$ cat src/rtl/lock_in_demod_if.sv
// Bus bundle for lock_in_demod: sample/reference inputs and X/Y result outputs.
// Optional LIA_MAG_EN adds the lia_mag_o magnitude output.
interface lock_in_demod_if #(
  parameter int ADC_W = 14,
  parameter int REF_W = 14,
  parameter int OUT_W = 14
);
  logic                    en_i;
  logic signed [ADC_W-1:0] adc_i;
  logic signed [REF_W-1:0] ref_i_i;
  logic signed [REF_W-1:0] ref_q_i;
  logic [4:0]              int_len_i;
  logic signed [OUT_W-1:0] lia_x_o;
  logic signed [OUT_W-1:0] lia_y_o;
  logic                    lia_valid_o;
  logic                    lia_sat_o;
`ifdef LIA_MAG_EN
  logic [OUT_W-1:0]        lia_mag_o;

  modport master (output en_i, adc_i, ref_i_i, ref_q_i, int_len_i,
                  input  lia_x_o, lia_y_o, lia_valid_o, lia_sat_o, lia_mag_o);
  modport slave  (input  en_i, adc_i, ref_i_i, ref_q_i, int_len_i,
                  output lia_x_o, lia_y_o, lia_valid_o, lia_sat_o, lia_mag_o);
`else
  modport master (output en_i, adc_i, ref_i_i, ref_q_i, int_len_i,
                  input  lia_x_o, lia_y_o, lia_valid_o, lia_sat_o);
  modport slave  (input  en_i, adc_i, ref_i_i, ref_q_i, int_len_i,
                  output lia_x_o, lia_y_o, lia_valid_o, lia_sat_o);
`endif
endinterface

$ cat src/rtl/lock_in_demod.sv
// Dual-phase lock-in demodulator: multiply, integrate over 2^N samples, dump scaled/saturated X/Y.
// Define LIA_MAG_EN to add the registered magnitude estimate lia_mag_o.
module lock_in_demod #(
  parameter int ADC_W    = 14,
  parameter int REF_W    = 14,
  parameter int OUT_W    = 14,
  parameter int MAX_LOG2 = 16
) (
  input  logic              dac_clk_i,
  input  logic              dac_rst_i,
  lock_in_demod_if.slave    bus
);
  localparam int PROD_W = ADC_W + REF_W;
  localparam int ACC_W  = PROD_W + MAX_LOG2;
  localparam int CNT_W  = MAX_LOG2 + 1;
  localparam logic signed [ACC_W-1:0] OUT_MAX = ACC_W'((64'sd1 <<< (OUT_W - 1)) - 64'sd1);
  localparam logic signed [ACC_W-1:0] OUT_MIN = -OUT_MAX - ACC_W'(1);

  typedef enum logic [1:0] {IDLE, RUN, DUMP} state_t;

  function automatic logic [4:0] clamp_n(input logic [4:0] n);
    if (int'(n) > MAX_LOG2) return 5'(MAX_LOG2);
    return n;
  endfunction

  // Bit OUT_W of the result flags saturation.
  function automatic logic [OUT_W:0] scale_sat(input logic signed [ACC_W-1:0] s,
                                                input logic [4:0] n);
    logic signed [ACC_W-1:0] sh;
    sh = s >>> (REF_W - 1 + int'(n));
    if (sh > OUT_MAX) return {1'b1, OUT_MAX[OUT_W-1:0]};
    if (sh < OUT_MIN) return {1'b1, OUT_MIN[OUT_W-1:0]};
    return {1'b0, sh[OUT_W-1:0]};
  endfunction

  state_t           state_q, state_d;
  logic [4:0]       n_act_q, n_act_d, n_cur;
  logic [CNT_W-1:0] cnt_q, cnt_d, cnt_cur, mask;
  logic             last_d;

  always_comb begin
    state_d = state_q;
    n_act_d = n_act_q;
    cnt_d   = cnt_q;
    last_d  = 1'b0;
    n_cur   = (state_q == RUN) ? n_act_q : clamp_n(bus.int_len_i);
    cnt_cur = (state_q == RUN) ? cnt_q : '0;
    mask    = (CNT_W'(1) << n_cur) - CNT_W'(1);
    if (!bus.en_i) begin
      state_d = IDLE;
      cnt_d   = '0;
    end else begin
      n_act_d = n_cur;
      last_d  = (cnt_cur == mask);
      if (last_d) begin
        state_d = DUMP;
        cnt_d   = '0;
      end else begin
        state_d = RUN;
        cnt_d   = cnt_cur + CNT_W'(1);
      end
    end
  end

  always_ff @(posedge dac_clk_i) begin
    if (dac_rst_i) begin
      state_q <= IDLE;
      n_act_q <= '0;
      cnt_q   <= '0;
    end else begin
      state_q <= state_d;
      n_act_q <= n_act_d;
      cnt_q   <= cnt_d;
    end
  end

  // Stage p0: input capture, tagged with window-end flag and exponent.
  logic signed [ADC_W-1:0] adc_p0;
  logic signed [REF_W-1:0] ri_p0, rq_p0;
  logic                    vld_p0, last_p0;
  logic [4:0]              n_p0;

  always_ff @(posedge dac_clk_i) begin
    if (bus.en_i) begin
      adc_p0 <= bus.adc_i;
      ri_p0  <= bus.ref_i_i;
      rq_p0  <= bus.ref_q_i;
    end
    if (dac_rst_i) begin
      vld_p0  <= 1'b0;
      last_p0 <= 1'b0;
      n_p0    <= '0;
    end else begin
      vld_p0  <= bus.en_i;
      last_p0 <= last_d;
      n_p0    <= n_cur;
    end
  end

  // Stage p1: products; a dropped enable discards anything in flight.
  logic signed [PROD_W-1:0] prod_i_p1, prod_q_p1;
  logic                     vld_p1, last_p1;
  logic [4:0]               n_p1;

  always_ff @(posedge dac_clk_i) begin
    prod_i_p1 <= adc_p0 * ri_p0;
    prod_q_p1 <= adc_p0 * rq_p0;
    if (dac_rst_i) begin
      vld_p1  <= 1'b0;
      last_p1 <= 1'b0;
      n_p1    <= '0;
    end else begin
      vld_p1  <= vld_p0 & bus.en_i;
      last_p1 <= last_p0;
      n_p1    <= n_p0;
    end
  end

  // Stage p2: accumulate; the window's final product goes straight into the dump.
  logic signed [ACC_W-1:0] acc_i_p2, acc_q_p2, sum_i, sum_q;
  logic [OUT_W:0]          res_x, res_y;
  logic                    dump;
  logic signed [OUT_W-1:0] x_p2, y_p2;
  logic                    vld_p2, sat_p2;

  assign sum_i = acc_i_p2 + {{MAX_LOG2{prod_i_p1[PROD_W-1]}}, prod_i_p1};
  assign sum_q = acc_q_p2 + {{MAX_LOG2{prod_q_p1[PROD_W-1]}}, prod_q_p1};
  assign res_x = scale_sat(sum_i, n_p1);
  assign res_y = scale_sat(sum_q, n_p1);
  assign dump  = vld_p1 & last_p1 & bus.en_i;

  always_ff @(posedge dac_clk_i) begin
    if (dac_rst_i || !bus.en_i) begin
      acc_i_p2 <= '0;
      acc_q_p2 <= '0;
    end else if (vld_p1) begin
      acc_i_p2 <= last_p1 ? '0 : sum_i;
      acc_q_p2 <= last_p1 ? '0 : sum_q;
    end
    if (dac_rst_i) begin
      x_p2   <= '0;
      y_p2   <= '0;
      sat_p2 <= 1'b0;
      vld_p2 <= 1'b0;
    end else begin
      vld_p2 <= dump;
      if (dump) begin
        x_p2   <= res_x[OUT_W-1:0];
        y_p2   <= res_y[OUT_W-1:0];
        sat_p2 <= res_x[OUT_W] | res_y[OUT_W];
      end
    end
  end

  assign bus.lia_x_o     = x_p2;
  assign bus.lia_y_o     = y_p2;
  assign bus.lia_valid_o = vld_p2;
  assign bus.lia_sat_o   = sat_p2;

`ifdef LIA_MAG_EN
  function automatic logic [OUT_W-1:0] mag_calc(input logic [OUT_W-1:0] x,
                                                input logic [OUT_W-1:0] y);
    logic [OUT_W:0]   ax, ay, mx, mn;
    logic [OUT_W+1:0] m;
    ax = x[OUT_W-1] ? ({1'b0, ~x} + (OUT_W+1)'(1)) : {1'b0, x};
    ay = y[OUT_W-1] ? ({1'b0, ~y} + (OUT_W+1)'(1)) : {1'b0, y};
    mx = (ax > ay) ? ax : ay;
    mn = (ax > ay) ? ay : ax;
    m  = {1'b0, mx} + {2'b00, mn[OUT_W:1]};
    if (m > (OUT_W+2)'({OUT_W{1'b1}})) return {OUT_W{1'b1}};
    return m[OUT_W-1:0];
  endfunction

  logic [OUT_W-1:0] mag_p2;

  always_ff @(posedge dac_clk_i) begin
    if (dac_rst_i) mag_p2 <= '0;
    else if (dump) mag_p2 <= mag_calc(res_x[OUT_W-1:0], res_y[OUT_W-1:0]);
  end

  assign bus.lia_mag_o = mag_p2;
`endif
endmodule
$ cat src/flat_wrapper.sv
// flat-port wrapper written by rule: the top's interface ports become plain ports
module lock_in_demod_flat 
#(
  parameter int ADC_W    = 14,
  parameter int REF_W    = 14,
  parameter int OUT_W    = 14,
  parameter int MAX_LOG2 = 16
)
  (dac_clk_i, dac_rst_i, bus_en_i, bus_adc_i, bus_ref_i_i, bus_ref_q_i, bus_int_len_i, bus_lia_x_o, bus_lia_y_o, bus_lia_valid_o, bus_lia_sat_o);
  lock_in_demod_if #(.ADC_W(ADC_W), .REF_W(REF_W), .OUT_W(OUT_W)) bus_i ();
  input  logic dac_clk_i;
  input  logic dac_rst_i;
  input wire logic [$bits(bus_i.en_i)-1:0] bus_en_i;
  input wire logic [$bits(bus_i.adc_i)-1:0] bus_adc_i;
  input wire logic [$bits(bus_i.ref_i_i)-1:0] bus_ref_i_i;
  input wire logic [$bits(bus_i.ref_q_i)-1:0] bus_ref_q_i;
  input wire logic [$bits(bus_i.int_len_i)-1:0] bus_int_len_i;
  output wire logic [$bits(bus_i.lia_x_o)-1:0] bus_lia_x_o;
  output wire logic [$bits(bus_i.lia_y_o)-1:0] bus_lia_y_o;
  output wire logic [$bits(bus_i.lia_valid_o)-1:0] bus_lia_valid_o;
  output wire logic [$bits(bus_i.lia_sat_o)-1:0] bus_lia_sat_o;
  assign bus_i.en_i = bus_en_i;
  assign bus_i.adc_i = bus_adc_i;
  assign bus_i.ref_i_i = bus_ref_i_i;
  assign bus_i.ref_q_i = bus_ref_q_i;
  assign bus_i.int_len_i = bus_int_len_i;
  assign bus_lia_x_o = bus_i.lia_x_o;
  assign bus_lia_y_o = bus_i.lia_y_o;
  assign bus_lia_valid_o = bus_i.lia_valid_o;
  assign bus_lia_sat_o = bus_i.lia_sat_o;
  lock_in_demod #(.ADC_W(ADC_W), .REF_W(REF_W), .OUT_W(OUT_W), .MAX_LOG2(MAX_LOG2)) u_core (.dac_clk_i(dac_clk_i), .dac_rst_i(dac_rst_i), .bus(bus_i));
endmodule
$ cat config.mk
export PLATFORM = sky130hd
export DESIGN_NAME = lock_in_demod_flat
export DESIGN_NICKNAME = d
export VERILOG_FILES = /design/src/rtl/lock_in_demod_if.sv /design/src/rtl/lock_in_demod.sv /design/src/flat_wrapper.sv
export SDC_FILE = /design/constraint.sdc
export NUM_CORES = 2
export LEC_CHECK = 0
export BUFFER_PORTS_ARGS = -buffer_cell sky130_fd_sc_hd__buf_2
export CORE_ASPECT_RATIO = 0.75
export CORE_MARGIN = 10
export CORE_UTILIZATION = 60
export CTS_BUF_LIST = sky130_fd_sc_hd__clkbuf_8
export CTS_CLUSTER_DIAMETER = 60
export DETAILED_ROUTE_END_ITERATION = 6
export HOLD_SLACK_MARGIN = 0.1
export PLACE_DENSITY = 0.77
export SLEW_MARGIN = 20
export SYNTH_ARGS = -nofsm -noshare
export SYNTH_HDL_FRONTEND = slang
export SYNTH_SLANG_ARGS = --single-unit
$ cat constraint.sdc
create_clock -name dac_clk_i -period 14.6 [get_ports dac_clk_i]
set_input_delay 1.46 -clock dac_clk_i [delete_from_list [all_inputs] [get_ports dac_clk_i]]
set_output_delay 1.46 -clock dac_clk_i [all_outputs]
set_load 0.02 [all_outputs]
==> summary.md <==
| Metric | Value |
|---|---|
| RSZ-0062 raised after global routing | `no` |
| Global router's overall resource usage | `30.5%` |
| CP Max Fanout | `28` |
| I/O pin cnt | `80` |
| Cell count after synthesis | `4523` |
| Nets | `5083` |
| Hold Crit Class | `reg -> reg` |
| Worst skew pair latency | `0.70 ns` |
| Slew headroom | `31.4%` |
| Top FF cell, synth | `dfxtp_1` |
| Routability Congestion | `1.03` |
| # DRC | `0` |
| Worst flop-to-flop path startpoint | `u_core.adc_p0[2]` |
| DP HPWL | `86.2 mm` |
| Post-DRT Antenna Nets | `0` |
| Commonest non-fill, non-tap cell in the layout | `nand2_1` |
| Via count | `34408` |
| Post-CTS Hold Buffers | `0` |
| # clock sinks | `253` |
| DR vias/cell | `6.55` |
| Iteration-0 DRC Markers | `4383` |
| Number of CTS-inserted buffers | `48` |
| Vias in the first global route | `32533` |
| Clock skew after layout | `0.0531 ns` |
| GRT overflow | `0` |
| H-tree depth | `2` |
| IO buf count | `79` |
| Core ar. | `60700 um^2` |
| P_leak | `16.5 nW` |
| Crit Path Class | `reg -> reg` |
| Commonest non-fill, non-tap cells in the layout | `nand2_1, inv_1, fa_1` |
| Area growth from synthesis to layout | `4.73%` |
| Die W | `306 um` |
| FP Rows | `78` |
| Initial antenna violation count | `0` |
| Worst VDD drop | `0.777 mV` |
| WL final | `113 mm` |
| Power per cell area | `295 nW/um^2` |
| Setup TNS | `0 ns` |
| Avg WL per Cell | `21.5 um` |
| Worst Hold Path Cells | `1` |
| Async S/R FF share, synth | `0%` |
| Crit path time final | `7.65 ns` |
| Crit end category | `register` |
| Synth cell types | `114` |
| Flop2flop setup slack | `6.95 ns` |
| Fillers | `5339` |
| CTS Root Cell | `clkbuf_8` |
| Hold wc startpoint | `u_core.vld_p0` |
| N_diodes | `0` |
| EDFF count, synth | `42` |
| Largest net degree at the start of global routing | `70` |
| Endpoints failing setup | `0` |
| Post CTS Setup Buffer Count | `0` |
| Die Area | `72000 um^2` |
| Layout cells sized above 1 | `7.70%` |
| CTS tree | `yes` |
| Clock transition at path regs | `0.06 ns` |
| #FFs+latches synth | `253` |
| Tcrit/Tclk final | `52.4%` |
| Post-Place Worst Slack | `7.16 ns` |
| Reg2reg path depth | `25` |
| Crit path DAT | `8.24 ns` |
| Status | `complete, no violations` |
| Post-CTS sizing | `0` |
| Setup ws final | `6.95 ns` |
| Synth warn | `0` |
| Register area share after synthesis | `14.9%` |
| WP data required | `15.18 ns` |
| CP Launch Type | `register` |
| Die Height | `235 um` |
| Total of max-cap violations | `0` |
| Worst setup startpoint | `u_core.adc_p0[2]` |
| Mapped Nets | `5188` |
| FMAX | `131 MHz` |
| End of the worst hold path | `u_core.vld_p1` |
| Clk buf depth | `3` |
| Initial core utilization | `60.8%` |
| First-pass GRT wire length | `180 mm` |
| Slew @ Worst Pin | `1.02 ns` |
| Pins over their slew limit | `0` |
| Hold Fails Final Rpt | `0` |
| Cell area after synthesis | `36900 um^2` |
| Drt first pass iters | `6` |
| Reg-to-Reg End | `u_core.prod_i_p1[26]` |
| Avg Inst Size Synth | `8.17 um^2` |
[critical path, stage by stage, from the launching register on]
cell and delay (ns):
edfxtp_1 1.01, nand2_1 0.19, fa_1 0.58, inv_1 0.05, fa_1 0.47, ha_1 0.31
ha_1 0.29, inv_1 0.06, fa_1 0.50, fa_1 0.55, inv_1 0.05, ha_1 0.32
inv_1 0.06, o21bai_1 0.06, a21oi_1 0.23, o21bai_1 0.10, a21oi_1 0.24, nor2b_1 0.08
o21a_1 0.20, o41ai_1 0.82, o211a_1 0.30, o31ai_1 0.11, or4_1 0.46, a41o_1 0.25
a21oi_1 0.17, xnor2_1 0.12
[routing by layer]
| metal | share of wire [%] | track usage (%) |
|---|---|---|
| met1 | 42 | 44.2 |
| met2 | 43 | 44.3 |
| met3 | 12 | 8.25 |
| met4 | 2.5 | 7.81 |
| met5 | 0 | 0 |
[logic make-up after synthesis]
group / share of synthesized area [%]
buffers and inverters: 7.74
adders and majority gates: 28.8
DFF: 14.9
xor gates and xnor gates: 3.70
AOI/OAI and AO/OA: 21.7
and+or+nand+nor: 20.3
muxes: 2.96
[state kept, by name, summed over array words and instances (netlist names), 2 cells and up]
name / cells
u_core.ri_p0: 14
u_core.state_q: 2
u_core.n_p0: 5
u_core.n_p1: 5
u_core.adc_p0: 14
u_core.n_act_q: 5
u_core.rq_p0: 14
u_core.acc_q_p2: 44
u_core.prod_i_p1: 28
u_core.prod_q_p1: 28
u_core.bus.lia_x_o: 14
u_core.bus.lia_y_o: 14
u_core.cnt_q: 17
u_core.acc_i_p2: 44
[power by group]
group	internal [mW]	switching [mW]	leakage (nW)
Combinational	4.11	5.41	13.8
Sequential	0.946	0.0940	2.14
Clock	0.471	0.368	0.594
[synthesized netlist by cell type, types with 15 or more instances]
master / number / area share (%)
o32ai_1: 17 / 0.40
mux2i_1: 43 / 1.2
o31ai_1: 35 / 0.71
mux4_2: 21 / 1.3
or4_1: 17 / 0.35
xor2_1: 46 / 1.1
a21o_1: 40 / 0.81
dfxtp_1: 211 / 11
clkbuf_1: 210 / 2.1
xnor2_1: 108 / 2.6
and3_1: 38 / 0.64
a31oi_1: 47 / 0.80
o22ai_1: 24 / 0.41
a211oi_1: 81 / 1.6
o21bai_1: 23 / 0.47
nand2_1: 509 / 5.2
nor2_1: 363 / 3.7
fa_1: 392 / 21
a22oi_1: 80 / 1.6
o21ai_0: 165 / 2.2
nand3_1: 87 / 1.2
ha_1: 223 / 7.6
and2_1: 200 / 3.4
clkbuf_8: 15 / 0.56
o21a_1: 49 / 1.0
nor3_1: 113 / 1.5
mux2_2: 17 / 0.52
nor2b_1: 23 / 0.39
edfxtp_1: 42 / 3.4
inv_1: 420 / 4.3
buf_1: 30 / 0.30
a21oi_1: 262 / 3.6
nand4_1: 45 / 0.76
nand2b_1: 36 / 0.61
buf_2: 29 / 0.39
o211ai_1: 67 / 1.4
a221oi_1: 17 / 0.40
nor4_1: 26 / 0.44
or3_1: 26 / 0.44
[cell type report]
type | instances | area [um^2] | share of cell area, %
Clock buffer | 57 | 785 | 2.03
Clock inverter | 32 | 344 | 0.890
Inverter | 422 | 1590 | 4.10
Multi-Input combinational cell | 3562 | 28700 | 74.2
Sequential cell | 253 | 5490 | 14.2
Tap cell | 800 | 1000 | 2.59
Timing Repair Buffer | 131 | 786 | 2.03
[worst max path at each step]
stage | end | slack, ns | cells after the start
6_report | u_core.prod_i_p1[26] | 6.95 | 25
3_5_place_dp | u_core.prod_i_p1[26] | 7.16 | 25
4_1_cts | u_core.prod_i_p1[26] | 7.07 | 25
3_3_place_gp | u_core.prod_i_p1[26] | 7.31 | 25
5_1_grt | u_core.prod_i_p1[26] | 6.50 | 25
2_1_floorplan | u_core.prod_i_p1[26] | 7.97 | 23
[metrics by stage]
step / hold slack [ns] / std cells / util, % / power [mW] / cell area (um^2)
finish: 0.431 / 5257 / 63.7 / 11.4 / 38700
global route: 0.457 / 5257 / 63.7 / 12.7 / 38700
CTS: 0.434 / 5257 / 63.7 / 11.4 / 38700
detailed placement: 0.419 / 5168 / 61.9 / 10.5 / 37500
global placement: 0.407 / 5168 / 61.9 / 10.2 / 37500
floorplan: 0.406 / 4523 / - / 8.44 / 36900
Power figures use the tool's default switching activity.
